--- config.mk ---
export PLATFORM = sky130hd
export DESIGN_NAME = seq_gen_bbcbc
export DESIGN_NICKNAME = d
export VERILOG_FILES = /design/src/rtl/seq_pkg.sv /design/src/rtl/seq_gen_bbcbc.sv
export SDC_FILE = /design/constraint.sdc
export NUM_CORES = 1
export LEC_CHECK = 0
export ABC_AREA = 1
export BUFFER_PORTS_ARGS = -buffer_cell sky130_fd_sc_hd__clkbuf_2
export CAP_MARGIN = 30
export CORE_ASPECT_RATIO = 0.5
export CORE_MARGIN = 10
export CORE_UTILIZATION = 62
export CTS_CLUSTER_SIZE = 25
export DETAILED_ROUTE_END_ITERATION = 6
export PLACE_DENSITY_LB_ADDON = 0.12
export SLEW_MARGIN = 0
export SYNTH_ARGS = -nofsm -noshare
export SYNTH_HDL_FRONTEND = slang
export SYNTH_SLANG_ARGS = --single-unit
export TNS_END_PERCENT = 50
--- constraint.sdc ---
create_clock -name clk -period 2 [get_ports clk]
set_input_delay 0.3 -clock clk [delete_from_list [all_inputs] [get_ports clk]]
set_output_delay 0.3 -clock clk [all_outputs]
set_load 0.01 [all_outputs]
--- src/rtl/seq_pkg.sv ---
// seq_pkg: definitions shared by the BBCBC pattern generator and the BBCBC
// detector, so that both ends of the link agree on symbol values, the
// default pattern and the state encodings.
//   B, C            : line symbols (B = 0, C = 1)
//   DEF_PAT_LEN     : default pattern length in bits
//   DEF_PATTERN     : default pattern BBCBC, MSB transmitted first
//   ST_*            : one-hot state encodings
//   state_t         : generator state type built on those encodings
package seq_pkg;

  localparam logic B = 1'b0;
  localparam logic C = 1'b1;

  localparam int unsigned DEF_PAT_LEN = 5;
  localparam logic [DEF_PAT_LEN-1:0] DEF_PATTERN = {B, B, C, B, C};

  localparam logic [3:0] ST_IDLE = 4'b0001;
  localparam logic [3:0] ST_SEND = 4'b0010;
  localparam logic [3:0] ST_GAP  = 4'b0100;
  localparam logic [3:0] ST_DONE = 4'b1000;

  typedef enum logic [3:0] {
    IDLE = ST_IDLE,
    SEND = ST_SEND,
    GAP  = ST_GAP,
    DONE = ST_DONE
  } state_t;

endpackage

--- src/rtl/seq_gen_bbcbc.sv ---
// seq_gen_bbcbc: Moore serial generator for the BBCBC sequence. After an
// accepted start it sends the pattern count times (0 counts as 1), with gap
// idle-level cycles between repetitions, then pulses done for one cycle.
// All outputs are registers loaded with the values belonging to the state
// being entered, so nothing combinational reaches the pins.
// Ports:
//   clk   : rising-edge clock
//   rst   : asynchronous active-high reset
//   start : request, honoured in IDLE only
//   count : repetitions, latched on accepted start
//   gap   : idle cycles between repetitions, latched on accepted start
//   abort : abandons the current operation, no done pulse
//   d_out : serial data (IDLE_BIT when no pattern bit is driven)
//   d_vld : d_out carries a pattern bit
//   busy  : high in SEND and GAP
//   done  : one-cycle completion pulse
module seq_gen_bbcbc
  import seq_pkg::*;
#(
  parameter int unsigned          PAT_LEN  = DEF_PAT_LEN,
  parameter logic [PAT_LEN-1:0]   PATTERN  = DEF_PATTERN,
  parameter logic                 IDLE_BIT = C
) (
  input  logic       clk,
  input  logic       rst,
  input  logic       start,
  input  logic [7:0] count,
  input  logic [3:0] gap,
  input  logic       abort,
  output logic       d_out,
  output logic       d_vld,
  output logic       busy,
  output logic       done
);

  localparam logic [2:0] LAST_IDX = 3'(PAT_LEN - 1);

  state_t     state;
  logic [2:0] bit_idx;
  logic [7:0] reps_left;
  logic [3:0] gap_cnt;
  logic [3:0] gap_lat;
  logic [2:0] bit_idx_dn;

  assign bit_idx_dn = bit_idx - 3'd1;

  // State register, counters and outputs in one block. Outputs default to
  // the idle line levels and each transition overrides them with the values
  // of the state it enters, which keeps them registered and aligned.
  always_ff @(posedge clk or posedge rst) begin
    if (rst) begin
      state     <= IDLE;
      bit_idx   <= 3'd0;
      reps_left <= 8'd0;
      gap_cnt   <= 4'd0;
      gap_lat   <= 4'd0;
      d_out     <= IDLE_BIT;
      d_vld     <= 1'b0;
      busy      <= 1'b0;
      done      <= 1'b0;
    end else begin
      d_out <= IDLE_BIT;
      d_vld <= 1'b0;
      busy  <= 1'b0;
      done  <= 1'b0;
      case (state)
        IDLE: begin
          // abort outranks start while idle
          if (start && !abort) begin
            reps_left <= (count == 8'd0) ? 8'd1 : count;
            gap_lat   <= gap;
            bit_idx   <= LAST_IDX;
            state     <= SEND;
            d_out     <= PATTERN[LAST_IDX];
            d_vld     <= 1'b1;
            busy      <= 1'b1;
          end
        end
        SEND: begin
          if (abort) begin
            state <= IDLE;
          end else if (bit_idx != 3'd0) begin
            bit_idx <= bit_idx_dn;
            d_out   <= PATTERN[bit_idx_dn];
            d_vld   <= 1'b1;
            busy    <= 1'b1;
          end else begin
            reps_left <= reps_left - 8'd1;
            if (reps_left == 8'd1) begin
              state <= DONE;
              done  <= 1'b1;
            end else if (gap_lat == 4'd0) begin
              // zero gap: next repetition follows without a break
              bit_idx <= LAST_IDX;
              d_out   <= PATTERN[LAST_IDX];
              d_vld   <= 1'b1;
              busy    <= 1'b1;
            end else begin
              state   <= GAP;
              gap_cnt <= gap_lat;
              busy    <= 1'b1;
            end
          end
        end
        GAP: begin
          if (abort) begin
            state <= IDLE;
          end else begin
            gap_cnt <= gap_cnt - 4'd1;
            if (gap_cnt == 4'd1) begin
              state   <= SEND;
              bit_idx <= LAST_IDX;
              d_out   <= PATTERN[LAST_IDX];
              d_vld   <= 1'b1;
            end
            busy <= 1'b1;
          end
        end
        DONE: begin
          state <= IDLE;
        end
        default: begin
          state <= IDLE;
        end
      endcase
    end
  end

endmodule

Word-level counts from Yosys, hierarchy flattened. Memory sizes are Yosys's and may differ from the RTL's. Index checks and enable logic that the tools add are counted.

Output and inout port bits: 4. Memory bits (read-only): 8. Register bits: 27. Memories: 1.

Memory list: (name not given) (words 8, bits a word 1, rd ports 1, clocked after memory_dff 0, wr ports 0, RTL line seq_gen_bbcbc.sv:84) `d_out <= PATTERN[bit_idx_dn];`.

Add/subtract/negate cells: 3. $lt $le $gt $ge: 1. Equal/unequal tests: 17. Mux-type cells: 53. Reduce and logical (&&, ||, !) cells: 13.

Operators by type and width (number): $mux W4 (12); $mux W8 (4); $mux W1 (23); $mux W3 (7); $pmux W8 S2 (1); $ne A2 B2 Y1 const B (7); $ne A3 B3 Y1 const B (4); $pmux W4 S3 (1); $pmux W1 S3 (3); $pmux W3 S3 (1); $eq A4 B1 Y1 const B (2); $eq A8 B1 Y1 const B (1); $logic_not A8 Y1 (1); $pmux W4 S2 (1); $reduce_and A4 Y1 (2); $sub A8 B1 Y8 const B (1); $reduce_and A7 Y1 (1); $reduce_and A6 Y1 (1); $reduce_bool A3 Y1 (2); $eq A4 B2 Y1 const B (1); $eq A4 B3 Y1 const B (1); $logic_not A4 Y1 (1); $lt A3 B4 Y1 const B (1); $ne A4 B4 Y1 const B (1); 6 further kinds (7).

Longest topological paths before layout.
Word-level depth: 6. Mapped depth: 10. Mapped depth without buffers: 10.

Worst setup path before layout. OpenSTA, ideal clock, no wires.

Path type: register -> register. Start: register reps_left[1]. End: register gap_cnt[0]. Data required time: 1883 ps. Stages on the path, launching flop included: 10. Path slack: 640 ps. Period minus slack after synthesis: 1360 ps. Data arrival time: 1244 ps. Path buffers: 0. Cell sequence: dfrtp_1 > inv_1 > ha_1 > inv_1 > nor3_1 > nand2_2 > nand2_1 > nand2_1 > nand3_1 > nand2_1.

Longest elaborated chain between the ends: 3.

Ends and longest elaborated chain: start, declared (RTL line seq_gen_bbcbc.sv:40) `logic [7:0] reps_left;`; start signal, assigned (RTL line seq_gen_bbcbc.sv:70) `reps_left <= (count == 8'd0) ? 8'd1 : count;`; start signal, assigned (RTL line seq_gen_bbcbc.sv:88) `reps_left <= reps_left - 8'd1;`; $eq A8 B1 Y1 (RTL line seq_gen_bbcbc.sv:89) `if (reps_left == 8'd1) begin`; $ne A2 B2 Y1 (no line); $reduce_and A6 Y1 (no line); end signal, assigned (RTL line seq_gen_bbcbc.sv:100) `gap_cnt <= gap_lat;`; end signal, assigned (RTL line seq_gen_bbcbc.sv:109) `gap_cnt <= gap_cnt - 4'd1;`; end, declared (RTL line seq_gen_bbcbc.sv:41) `logic [3:0] gap_cnt;`.

Every way passes these cells. A chain may end at the register's enable or synchronous reset.

Worst setup path in the final report.
Start: register state[3]. End: register bit_idx[2].

Longest elaborated chain between the ends: 3. Elaborated cells on any way between the ends: 12. Classes of those cells: eq/ne: 9; mux: 1; reduce/logical: 2.

Ends and longest elaborated chain: start, declared (RTL line seq_gen_bbcbc.sv:38) `state_t state;`; start signal, assigned (RTL line seq_gen_bbcbc.sv:52) `state <= IDLE;`; start signal, assigned (RTL line seq_gen_bbcbc.sv:73) `state <= SEND;`; start signal, assigned (RTL line seq_gen_bbcbc.sv:81) `state <= IDLE;`; $eq A4 B2 Y1 (tied with other cells) (RTL line seq_gen_bbcbc.sv:66) `case (state)`; $ne A3 B3 Y1 (no line) (tied with other cells); $reduce_and A7 Y1 (no line); end signal, assigned (RTL line seq_gen_bbcbc.sv:83) `bit_idx <= bit_idx_dn;`; end, declared (RTL line seq_gen_bbcbc.sv:39) `logic [2:0] bit_idx;`.

Parallel ways exist; a longest one is shown, timed or not.

==> impl_metrics.json <==
{
  "status": "complete, no violations",
  "avgSynthCellArea_um2": 7.19,
  "place_congestion": 0.895,
  "r2r-end": "bit_idx[2]$_DFFE_PP0P_",
  "cpPeakStageDelay_ns": 0.43,
  "synth_ff_type": "dfrtp_1",
  "clockBufferDepth": 2,
  "antenna_found_initial": 0,
  "io_buffers": 19,
  "tightest_slew_ns": 0.524,
  "numCtsBuffers": 3,
  "cp_slowest_cell": "dfrtp_1",
  "synth_area_leaders": "dfrtp_1 (35%), nand2_1 (18%), nand3_1 (6.1%)",
  "cts_resized": 0,
  "worstPathArrival_ns": 1.88,
  "yosysUniqueCellTypes": 26,
  "dieArea_mm2": 0.00560,
  "grt-ovfl-total": 0,
  "drt_iter0_markers": 93,
  "fin_crit_sh_pct": 85.1,
  "ff2ff_path_depth": 8,
  "crit_required_ns": 2.18,
  "maxSlewViolCount": 0,
  "vias_per_cell": 5.14,
  "yosys.area.top_type_share_pct": 34.7,
  "maxCapViolCount": 0,
  "switching_share_pct": 46.0,
  "ios": 20,
  "skew_ns": 0.00700,
  "wl_per_cell_um": 12.3,
  "drcViolationCount": 0,
  "finish.utilization_pct": 73.4,
  "max-vdd-ir-drop_uv": 652,
  "root_buffer": "clkbuf_8",
  "core.rowCount": 13,
  "cp_max_fo": 11,
  "finalSetupTns_ns": 0,
  "slew_headroom_pct": 65.0,
  "crit_path_cell_trace": "inv_1 > nand2_1 > nor2_2 > nand2_2 > inv_1 > o21ai_0 > nand2_1 > nand2_1",
  "initial_core_util_pct": 67.3,
  "die_w_um": 96.3,
  "p_switching_mw": 1.13,
  "r2r_start": "state[3]$_DFFE_PP0P_",
  "track_usage_pct": 15.1,
  "layout.nets": 293,
  "final_common_cell": "nand2_1",
  "yosysSeqAreaShare_pct": 37.6,
  "grt_pass1_wl_mm": 6.96,
  "hp-class": "in2async",
  "critPathCaptureType": "register",
  "fmax_ghz": 0.588,
  "async_flop_share_pct": 100,
  "power_frac_seq_pct": 39.0,
  "synth_top_area_cell": "dfrtp_1",
  "rsz0062_at_grt": "false",
  "ys_ff_latch": 27,
  "internal_power_mw": 1.33,
  "clock-sinks": 27,
  "wirelength_mm": 3.82,
  "fin_crit_ns": 1.70,
  "ant_nets": 0,
  "crit_path_start_kind": "register",
  "r2r_slack_ns": 0.30,
  "clockPowerShare_pct": 13.0,
  "firstDrtPassIters": 4,
  "die_y_um": 58.2,
  "p_leak_nw": 1.09,
  "syn_inst": 251,
  "drt-met1-wl_mm": 1.81,
  "critPathKind": "reg2reg",
  "setup_viol_count_final": 0,
  "yosysWarnings": 0,
  "synth_edf_count": 0,
  "wl_met3_um": 288,
  "clkSlewWorstSetupHoldPaths_ns": 0.10,
  "mostFrequentLayoutCells": "nand2_1 (86), nor2_1 (27), inv_1 (26), dfrtp_1 (25), nand3_1 (22)",
  "grt_max_degree": 17,
  "combPwrFrac_pct": 48.0,
  "num_vias": 1589,
  "final_layout_size_suffix_gt1_share_pct": 20.6,
  "cts_tree": "built",
  "wl_met2_mm": 1.71,
  "clk_latency_ns": 0.28,
  "cp_common_cell": "nand2_1",
  "grt_pass1_vias": 1685,
  "postCtsSetupRepairBufs": 0,
  "top_layer": "met4",
  "syn2layout_area_growth_pct": 9.08,
  "diodes": 0,
  "powerDensity_mw_per_mm2": 1250,
  "dpl.hpwl_mm": 2.97,
  "htreeDepth": 1,
  "hold_buffers": 0,
  "finalHoldViolCount": 0,
  "synthesis.nets": 271,
  "syn-cell-area_mm2": 0.00181,
  "core_area_mm2": 0.00268
}
-- area by class of cell --
type | count | area [um2]
clock inverters | 1 | 7.51
clock buffers | 3 | 41.3
repair buffers | 20 | 103
inverters | 31 | 119
flip-flops and latches | 27 | 678
well taps | 37 | 46.3
multi-input cells | 190 | 975
fillers | 230 | 714
-- metrics by stage --
stage | power, mW | std cells | setup slack [ns] | hold WS [ns] | cell area [um2]
finish | 2.47 | 309 | 0.298 | 0.0203 | 1970
global route | 2.73 | 309 | 0.150 | 0.0535 | 1970
CTS | 2.48 | 309 | 0.295 | 0.0399 | 1970
detailed placement | 2.15 | 305 | 0.301 | 0.354 | 1920
global placement | 2.11 | 305 | 0.318 | 0.343 | 1920
floorplan | 1.89 | 251 | 0.640 | 0.351 | 1810
-- flip-flops by register name (all words and copies together) (netlist names) --
| signal | count |
|---|---|
| gap_cnt | 4 |
| done | 1 |
| d_vld | 1 |
| bit_idx | 3 |
| state | 4 |
| busy | 1 |
| d_out | 1 |
| gap_lat | 4 |
| reps_left | 8 |
-- critical path, delay by kind of cell, from the launching register on --
kind	cells	cell delay [ns]
AOI/OAI and AO/OA	1	0.11
and+or+nand+nor	5	0.76
buffers and inverters	2	0.29
DFF	1	0.43
-- worst max path at each step --
stage,depth (start not counted),start,endpoint
2_1_floorplan,9,reps_left[1]$_DFFE_PP0P_,gap_cnt[0]$_DFFE_PP0P_
3_3_place_gp,8,state[2]$_DFFE_PP0P_,bit_idx[2]$_DFFE_PP0P_
3_5_place_dp,8,state[0]$_DFFE_PP1P_,bit_idx[2]$_DFFE_PP0P_
4_1_cts,8,state[3]$_DFFE_PP0P_,gap_cnt[0]$_DFFE_PP0P_
5_1_grt,9,reps_left[1]$_DFFE_PP0P_,gap_cnt[0]$_DFFE_PP0P_
6_report,8,state[3]$_DFFE_PP0P_,bit_idx[2]$_DFFE_PP0P_
-- cells by family after synthesis --
kind of cell	Yosys count	synth area share, %
DFF	27	37.6
and+or+nand+nor	166	44.9
AOI/OAI and AO/OA	17	4.85
adders and majority gates	4	2.77
xor gates and xnor gates	3	1.46
buffers and inverters	34	8.45
-- power by group through the flow --
| stage | sequential (mW) | clock (mW) | combinational [mW] |
|---|---|---|---|
| floorplan | 0.937 | 0 | 0.956 |
| global placement | 0.964 | 0 | 1.14 |
| detailed placement | 0.967 | 0 | 1.18 |
| CTS | 0.956 | 0.335 | 1.19 |
| global route | 0.989 | 0.348 | 1.39 |
| finish | 0.962 | 0.320 | 1.18 |
-- routing by layer --
metal | up-vias | global-route usage, %
met3 | 2 | 5.13
met5 | - | 0
met4 | 0 | 2.67
met1 | 708 | 18.1
li1 | 834 | -
met2 | 45 | 25.9
-- cells in the mapped netlist (4+ instances only) --
| master | number |
|---|---|
| nand2_2 | 6 |
| inv_2 | 4 |
| o21ai_1 | 4 |
| dfrtp_1 | 25 |
| inv_1 | 26 |
| nor2_2 | 6 |
| nor2_1 | 27 |
| nand2_1 | 86 |
| nand4_1 | 4 |
| o21ai_0 | 9 |
| ha_1 | 4 |
| nand3_1 | 22 |
(Power assumes the default switching activity.)
